[config.mk]
export PLATFORM = sky130hd
export DESIGN_NAME = wide_add_sequencer_flat
export DESIGN_NICKNAME = d
export VERILOG_FILES = /design/src/rtl/wide_add_sequencer_if.sv /design/src/rtl/wide_add_sequencer.sv /design/src/flat_wrapper.sv
export SDC_FILE = /design/constraint.sdc
export NUM_CORES = 1
export LEC_CHECK = 0
export CORE_AREA = 10 10 233 235
export CTS_CLUSTER_DIAMETER = 50
export CTS_CLUSTER_SIZE = 24
export DETAILED_ROUTE_END_ITERATION = 8
export DIE_AREA = 0 0 243 245
export HOLD_SLACK_MARGIN = 0.15
export PLACE_DENSITY = 0.83
export SYNTH_ARGS = -nofsm -noshare
export SYNTH_HDL_FRONTEND = slang
export SYNTH_SLANG_ARGS = --single-unit
[constraint.sdc]
create_clock -name clk -period 5.2 [get_ports clk]
set_input_delay 0.78 -clock clk [delete_from_list [all_inputs] [get_ports clk]]
set_output_delay 0.78 -clock clk [all_outputs]
set_load 0.03 [all_outputs]
[src/rtl/wide_add_sequencer_if.sv]
// Request/result bundle between a controller and wide_add_sequencer; operands are 32*WORDS bits.
// master drives the request and operands, slave returns busy/done and the held result.
interface wide_add_sequencer_if #(
    parameter int WORDS = 4
);
    localparam int W = 32 * WORDS;

    logic         start;
    logic         op_sub;
    logic [W-1:0] a;
    logic [W-1:0] b;
    logic         cin;
    logic         busy;
    logic         done;
    logic [W-1:0] sum;
    logic         cout;
    logic         overflow;

    modport master (
        output start, op_sub, a, b, cin,
        input  busy, done, sum, cout, overflow
    );

    modport slave (
        input  start, op_sub, a, b, cin,
        output busy, done, sum, cout, overflow
    );
endinterface

[src/rtl/wide_add_sequencer.sv]
// Wide add/sub by sequencing one 32-bit carry-select adder over WORDS limbs, LSB first.
// done pulses WORDS+1 cycles after accept; start is only sampled in IDLE, ignored while busy.
module wide_add_sequencer #(
    parameter int WORDS = 4
) (
    input  logic                 clk,
    input  logic                 rst_n,
    wide_add_sequencer_if.slave  bus
);
    localparam int W  = 32 * WORDS;
    localparam int IW = $clog2(WORDS);

    typedef enum logic [1:0] {
        IDLE = 2'd0,
        RUN  = 2'd1,
        DONE = 2'd2
    } state_t;

    state_t        state_q, state_d;
    logic [IW-1:0] idx_q, idx_d;
    logic          carry_q, carry_d;
    logic [W-1:0]  a_q, a_d;
    logic [W-1:0]  b_q, b_d;
    logic [W-1:0]  acc_q, acc_d;
    logic [W-1:0]  sum_q, sum_d;
    logic          cout_q, cout_d;
    logic          ovf_q, ovf_d;

    logic [31:0]   limb_a, limb_b, limb_s;
    logic          limb_co;
    logic          last_limb;

    assign limb_a    = a_q[32*idx_q +: 32];
    assign limb_b    = b_q[32*idx_q +: 32];
    assign last_limb = (idx_q == IW'(WORDS - 1));

    CarrySelectAdder u_adder (
        .a  (limb_a),
        .b  (limb_b),
        .ci (carry_q),
        .s  (limb_s),
        .co (limb_co)
    );

    always_ff @(posedge clk or negedge rst_n) begin
        if (!rst_n) begin
            state_q <= IDLE;
            idx_q   <= '0;
            carry_q <= 1'b0;
            a_q     <= '0;
            b_q     <= '0;
            acc_q   <= '0;
            sum_q   <= '0;
            cout_q  <= 1'b0;
            ovf_q   <= 1'b0;
        end else begin
            state_q <= state_d;
            idx_q   <= idx_d;
            carry_q <= carry_d;
            a_q     <= a_d;
            b_q     <= b_d;
            acc_q   <= acc_d;
            sum_q   <= sum_d;
            cout_q  <= cout_d;
            ovf_q   <= ovf_d;
        end
    end

    always_comb begin
        state_d = state_q;
        case (state_q)
            IDLE:    if (bus.start) state_d = RUN;
            RUN:     if (last_limb) state_d = DONE;
            DONE:    state_d = IDLE;
            default: state_d = IDLE;
        endcase
    end

    // Subtract is a + ~b + 1, so B is inverted and the carry seeded once at accept.
    always_comb begin
        idx_d   = idx_q;
        carry_d = carry_q;
        a_d     = a_q;
        b_d     = b_q;
        acc_d   = acc_q;
        sum_d   = sum_q;
        cout_d  = cout_q;
        ovf_d   = ovf_q;
        case (state_q)
            IDLE: begin
                if (bus.start) begin
                    a_d     = bus.a;
                    b_d     = bus.op_sub ? ~bus.b : bus.b;
                    carry_d = bus.op_sub ? 1'b1 : bus.cin;
                    idx_d   = '0;
                end
            end
            RUN: begin
                acc_d[32*idx_q +: 32] = limb_s;
                carry_d               = limb_co;
                if (last_limb) begin
                    sum_d  = acc_d;
                    cout_d = limb_co;
                    ovf_d  = (a_q[W-1] == b_q[W-1]) && (acc_d[W-1] != a_q[W-1]);
                end else begin
                    idx_d = idx_q + 1'b1;
                end
            end
            default: ;
        endcase
    end

    always_comb begin
        bus.busy     = (state_q != IDLE);
        bus.done     = (state_q == DONE);
        bus.sum      = sum_q;
        bus.cout     = cout_q;
        bus.overflow = ovf_q;
    end
endmodule

// Upper half is computed for both carry values and picked by the lower-half carry.
module CarrySelectAdder (
    input  logic [31:0] a,
    input  logic [31:0] b,
    input  logic        ci,
    output logic [31:0] s,
    output logic        co
);
    logic [16:0] lo;
    logic [16:0] hi0;
    logic [16:0] hi1;

    assign lo  = {1'b0, a[15:0]}  + {1'b0, b[15:0]}  + {16'b0, ci};
    assign hi0 = {1'b0, a[31:16]} + {1'b0, b[31:16]};
    assign hi1 = {1'b0, a[31:16]} + {1'b0, b[31:16]} + 17'd1;

    assign s  = {(lo[16] ? hi1[15:0] : hi0[15:0]), lo[15:0]};
    assign co = lo[16] ? hi1[16] : hi0[16];
endmodule
[src/flat_wrapper.sv]
// flat-port wrapper written by rule: the top's interface ports become plain ports
module wide_add_sequencer_flat 
#(
    parameter int WORDS = 4
)
  (clk, rst_n, bus_start, bus_op_sub, bus_a, bus_b, bus_cin, bus_busy, bus_done, bus_sum, bus_cout, bus_overflow);
  wide_add_sequencer_if #(.WORDS(WORDS)) bus_i ();
  input  logic clk;
  input  logic rst_n;
  input wire logic [$bits(bus_i.start)-1:0] bus_start;
  input wire logic [$bits(bus_i.op_sub)-1:0] bus_op_sub;
  input wire logic [$bits(bus_i.a)-1:0] bus_a;
  input wire logic [$bits(bus_i.b)-1:0] bus_b;
  input wire logic [$bits(bus_i.cin)-1:0] bus_cin;
  output wire logic [$bits(bus_i.busy)-1:0] bus_busy;
  output wire logic [$bits(bus_i.done)-1:0] bus_done;
  output wire logic [$bits(bus_i.sum)-1:0] bus_sum;
  output wire logic [$bits(bus_i.cout)-1:0] bus_cout;
  output wire logic [$bits(bus_i.overflow)-1:0] bus_overflow;
  assign bus_i.start = bus_start;
  assign bus_i.op_sub = bus_op_sub;
  assign bus_i.a = bus_a;
  assign bus_i.b = bus_b;
  assign bus_i.cin = bus_cin;
  assign bus_busy = bus_i.busy;
  assign bus_done = bus_i.done;
  assign bus_sum = bus_i.sum;
  assign bus_cout = bus_i.cout;
  assign bus_overflow = bus_i.overflow;
  wide_add_sequencer #(.WORDS(WORDS)) u_core (.clk(clk), .rst_n(rst_n), .bus(bus_i));
endmodule
# After elaboration in Yosys (flattened, before gate mapping)

Cells that the tools add are included.
Widths: inputs -> output; s select.

Bits of input ports: 261
Latch bits: 0
Word-level logic and storage cells: 50
Output and inout port bits: 132
Bits in registers: 519
Bits in writable memories: 0
ROM bits: 0
Memories kept: 0

Mux-type cells: 13
Multiply operators: 0
Shifts and indexed selects: 4
Divide/modulo/power cells: 0
Bitwise logic cells: 1
Equality and inequality tests: 8
$lt $le $gt $ge: 0
Add/sub/neg operators: 6
Reductions and logical operators: 9

Operators with widths:

| cell                      | number |
|---|---|
| $shiftx 128x8->32         | 2 |
| $bwmux 128                | 1 |
| $mux 128                  | 1 |
| $not 128->128             | 1 |
| $shift 32x34->128 const A | 1 |
| $shiftx 32x34->128        | 1 |
| $add 16x16->17            | 2 |
| $neg 7->34                | 1 |
| $add 17x1->17             | 1 |
| $add 17x1->17 const B     | 1 |
| $mux 16                   | 1 |
| $mux 2                    | 4 |
| $pmux 2 s2                | 2 |
| $reduce_and 2->1          | 4 |
| $eq 2x2->1 const B        | 2 |
| $ne 2x2->1 const B        | 2 |
| $reduce_bool 2->1         | 2 |
| $mux 1                    | 3 |
| $reduce_and 3->1          | 1 |
| $add 2x1->2 const B       | 1 |
| $eq 2x1->1 const B        | 1 |
| $logic_not 2->1           | 1 |
| $ne 2x1->1 const B        | 1 |
| $pmux 1 s2                | 1 |
| other kinds (3)           | 3 |

# Longest topological paths before layout

Depth in word-level cells: 8
Depth in mapped cells: 17
Depth with buffers taken out: 14

# By module

Synthesis repeated with hierarchy kept, for this count alone.

Cell total of the unflattened synthesis: 2352
Area total of the unflattened synthesis: 24307.1 µm²

Modules (own cells, without submodules):

| module             | seq. area each (µm²) | cells each | instances | area each (µm²) |
|---|---|---|---|---|
| wide_add_sequencer | 12987.5              | 2119       | 1         | 22547.9 |
| CarrySelectAdder   | 0.0                  | 233        | 1         | 1759.2 |

# Worst setup path before layout

OpenSTA, ideal clock, no wires.

Kind: register to register
From: register u_core.idx_q[0]
To: register u_core.sum_q[63] (netlist: u_core.bus.sum[63])
Path slack: 26 ps
Cell stages (with the launch flop): 18
Data required time: 5077 ps
Period minus slack after synthesis: 5174 ps
Setup time: 123 ps
Buffers on the path: 4
Arrival: 5051 ps
Path through: dfrtp_1 > clkbuf_1 > buf_1 > buf_1 > mux4_2 > ha_1 > fa_1 > a21o_1 > a221o_1 > o21ai_0 > xor2_1 > nor3b_1 > nand4_1 > or4_1 > and2_1 > buf_6 > a221oi_2 > nor2_1

Word-level cells in the longest chain between the ends: 6
Elaborated cells between the ends (all ways): 13
Classes of those cells: 5 x add/sub; 1 x eq/ne; 4 x shift; 2 x mux; 1 x reduce/logical

Ends and longest elaborated chain:

| element                                     | line                                                                            | RTL |
|---|---|---|
| from (decl)                                 | wide_add_sequencer.sv:20                                                        | `logic [IW-1:0] idx_q, idx_d;` |
| from (signal assigned)                      | wide_add_sequencer.sv:58                                                        | `idx_q <= idx_d;` |
| $shiftx 128x8->32, on equally long branches | wide_add_sequencer.sv:33, wide_add_sequencer.sv:34                              |  |
| $add 16x16->17, on equally long branches    | wide_add_sequencer.sv:135, wide_add_sequencer.sv:136, wide_add_sequencer.sv:134 |  |
| $add 17x1->17, on equally long branches     | wide_add_sequencer.sv:136, wide_add_sequencer.sv:134                            |  |
| $mux 16                                     | wide_add_sequencer.sv:138                                                       | `assign s = {(lo[16] ? hi1[15:0] : hi0[15:0]), lo[15:0]};` |
| $shiftx 32x34->128                          | wide_add_sequencer.sv:99                                                        | `acc_d[32*idx_q +: 32] = limb_s;` |
| $bwmux 128                                  | wide_add_sequencer.sv:99                                                        |  |
| to (signal assigned)                        | wide_add_sequencer.sv:63                                                        | `sum_q <= sum_d;` |
| to (decl)                                   | wide_add_sequencer.sv:25                                                        | `logic [W-1:0] sum_q, sum_d;` |

Parallel ways exist; a longest one is shown, timed or not.
A chain may end at the register's enable or synchronous reset.

# Worst setup path after layout

From: register u_core.idx_q[1]
To: register u_core.sum_q[95] (netlist: u_core.bus.sum[95])

Same word-level chain as after synthesis.

==> summary.txt <==
Run status
  • Status: completed

Detailed routing
  • Post-Route M1 WL: roughly 30 mm
  • Drt first pass iters: 6
  • WL per Instance: 23.1 um
  • Met3 WL post-DR: about 6.3 mm
  • Post-Route WL: 72.1 mm
  • Post-route ant nets: 0
  • Highest routed metal layer: met5
  • Via count: 18,500
  • Post-route DRC: 0
  • Initial DRC Count: 1,990
  • Routed wl met2: 34.6 mm
  • Vias per cell: around 5.9

Setup path
  • Required @ worst endpoint: ~5.7 ns
  • Critical Path Sink: u_core.bus.sum[95]
  • Arr. time, crit path: 5.14 ns
  • Reg2reg setup slack: 0.54 ns
  • Worst-case reg-to-reg path depth: 13
  • FF-to-FF End: u_core.bus.sum[95]
  • Kind of critical path: register to register
  • Worst setup EP type: register
  • CP Launch Type: register
  • RR Startpoint: u_core.idx_q[1]
  • CP startpoint: u_core.idx_q[1]
  • Crit path max fanout: 27

Synthesis
  • Top_reg_cell synth: dfrtp_1
  • Number of synthesized register bits: 519
  • Synth Instances: 2,081
  • Register area share after synthesis: 0.540
  • Cell Area, Synth: around 24,000 um^2
  • Xor-xnor portion of the synthesized cell area: 0.0605
  • Post-synth cell types: 59
  • Post-synthesis adder-cell area fraction: 0.0223
  • EDFF count, synth: 0
  • Post-synthesis mux area share: 0.121
  • Synth Area in Simple Gates: 0.0874
  • Largest family of logic cells by synthesized area: compound AO/OA/AOI/OAI gates
  • Compound-Gate Fraction of Synth Area: 0.141
  • Asr flop ratio synth: 1.00
  • Mapped Avg Cell Area: 11.6 um^2
  • Synth Warn #: 0
  • Post-synth net total: 2,383

STA
  • Final hold vios: 0
  • Final setup fails: 0
  • Setup TNS: 0 ns
  • Max Transition Viols Final: 0
  • Slew HR: 0.0560
  • RSZ-0062 raised after global routing: false
  • Worst slew pin tran: 1.41 ns
  • Fmax: 215 MHz
  • Final hold slack: roughly 0.22 ns
  • Clock Skew: 0.0330 ns
  • Crit share post-route: 0.896
  • Min Clock Period, post-route: 4.66 ns

Hold path
  • Hold Crit Class: input port to async pin

CTS
  • CTS-repair resized insts: 0
  • Clock latency on the worst-skew pair: 0.60 ns
  • Cts bufs inserted: 44
  • Clock Sinks: 519
  • H-tree depth: 2
  • Clock-pin slew on the worst setup and hold paths: 0.09 ns
  • Clk root buf: clkbuf_16
  • Post-CTS Setup Inserts: 0
  • Hold buffers post-CTS: 0
  • TritonCTS clock tree: built
  • Clk buf depth: 3

Layout
  • Commonest non-fill, non-tap cell in the layout: dfrtp_1
  • Nets: 2,710
  • Area growth syn-to-layout: 25.8%
  • Share of cells above drive strength 1: 0.139
  • Filler cell count: 3,831
  • Most frequent cells in the layout: dfrtp_1 (517), clkdlybuf4s50_1 (390), nor2_1 (360)
  • Post-route cell area: 30,300 um^2

Die
  • I/O Pins: 393
  • FP Rows: 82
  • Area of the core: 49,700 um^2
  • Chip Width: 243 um
  • Die H: 245 um
  • Starting Density: 0.484
  • Die area: 59,500 um^2

Placed design
  • Input/output buffers: 392
  • Hpwl dp: 51.6 mm
  • GPL Wtd Cong: between 0.8 and 0.9
  • Placed Instance Area: 28,700 um^2

Global routing
  • Tot GR Track Use: 0.238
  • Total grt overflow: 0
  • First-pass GRT wire length: around 110 mm
  • Initial antenna violation count: 8
  • Vias in the first global route: 19,000
  • Largest net degree at the start of global routing: 145

Run
  • Max-cap viol count: 0
-- worst max-delay path: stages (launching register included) --
cell and delay (ns):
dfrtp_4 0.68, buf_4 0.42, mux4_2 0.37, ha_1 0.40
nand4_2 0.16, a211oi_2 0.25, o31ai_1 0.15, a32oi_2 0.43
and4_4 0.32, nand3_1 0.19, or4_1 0.58, and2_1 0.27
a221oi_2 0.27, nor2_1 0.07
-- kinds of logic (layout without fill, tap and decap cells) --
kind of cell    Yosys count  after routing
compound gates          480            480
xor+xnor                166            166
fa+ha+maj                41             41
buf+inv                 177            539
flops                   519            519
mux                     194            194
other cells               0              3
simple gates            504            504
-- cells in the mapped netlist (4+ instances only) --
cell / count / area share
mux4_2: 64 / 0.060
nand4_1: 8 / 0.0021
and3_1: 26 / 0.0068
a21o_1: 10 / 0.0031
xnor2_1: 152 / 0.055
dfrtp_1: 519 / 0.54
o21a_1: 4 / 0.0012
a221oi_1: 104 / 0.038
nor2b_1: 5 / 0.0013
nand2_1: 57 / 0.0089
nor2_1: 361 / 0.056
mux2_2: 130 / 0.061
a21oi_1: 167 / 0.035
a22o_1: 107 / 0.039
xor2_1: 14 / 0.0051
inv_1: 22 / 0.0034
and2_1: 4 / 0.0010
or3_1: 5 / 0.0013
nand3_1: 14 / 0.0029
clkbuf_1: 135 / 0.021
o21ai_0: 53 / 0.011
buf_1: 16 / 0.0025
ha_1: 38 / 0.020
nor3_1: 9 / 0.0019
-- worst min-delay path by stage --
stage | cells after the start | endpoint
after detailed placement | 2 | u_core.acc_q[73]
after CTS | 1 | u_core.acc_q[115]
after global placement | 2 | u_core.acc_q[105]
after floorplan | 2 | u_core.acc_q[127]
final | 1 | u_core.acc_q[100]
after global routing | 1 | u_core.acc_q[112]
-- flip-flops by register name, indices dropped and copies added, names as in the netlist --
register             count
u_core.bus.sum         128
u_core.b_q             128
u_core.acc_q           128
u_core.bus.cout          1
u_core.a_q             128
u_core.bus.overflow      1
u_core.carry_q           1
u_core.state_q           2
u_core.idx_q             2
-- layer usage --
metal | up-vias | track usage
li1 | 8125 | -
met1 | 9338 | 0.316
met2 | 958 | 0.385
met3 | 116 | 0.0579
met4 | 10 | 0.0697
met5 | - | 0
-- through the flow --
| step | worst slack (ns) | cells | util |
|---|---|---|---|
| after floorplan | 0.0263 | 2081 | - |
| after global placement | 0.748 | 3034 | 0.578 |
| after detailed placement | 0.555 | 3034 | 0.578 |
| after CTS | 0.518 | 3115 | 0.609 |
| after global routing | 0.275 | 3116 | 0.609 |
| final | 0.542 | 3118 | 0.609 |
-- area by class of cell --
| class | instances | area [um^2] | area share |
|---|---|---|---|
| Antenna cell | 3 | 7.51 | 0.000248 |
| Tap cell | 672 | 841 | 0.0278 |
| Clock inverter | 34 | 429 | 0.0142 |
| Multi-Input combinational cell | 1385 | 10400 | 0.344 |
| Clock buffer | 47 | 1130 | 0.0374 |
| Timing Repair Buffer | 435 | 4350 | 0.144 |
| Sequential cell | 519 | 13000 | 0.430 |
| Inverter | 23 | 88.8 | 0.00294 |
Power is left out: the tool's default activity adds up to more than one toggle a clock period on the data nets, which glitch-free logic cannot reach.
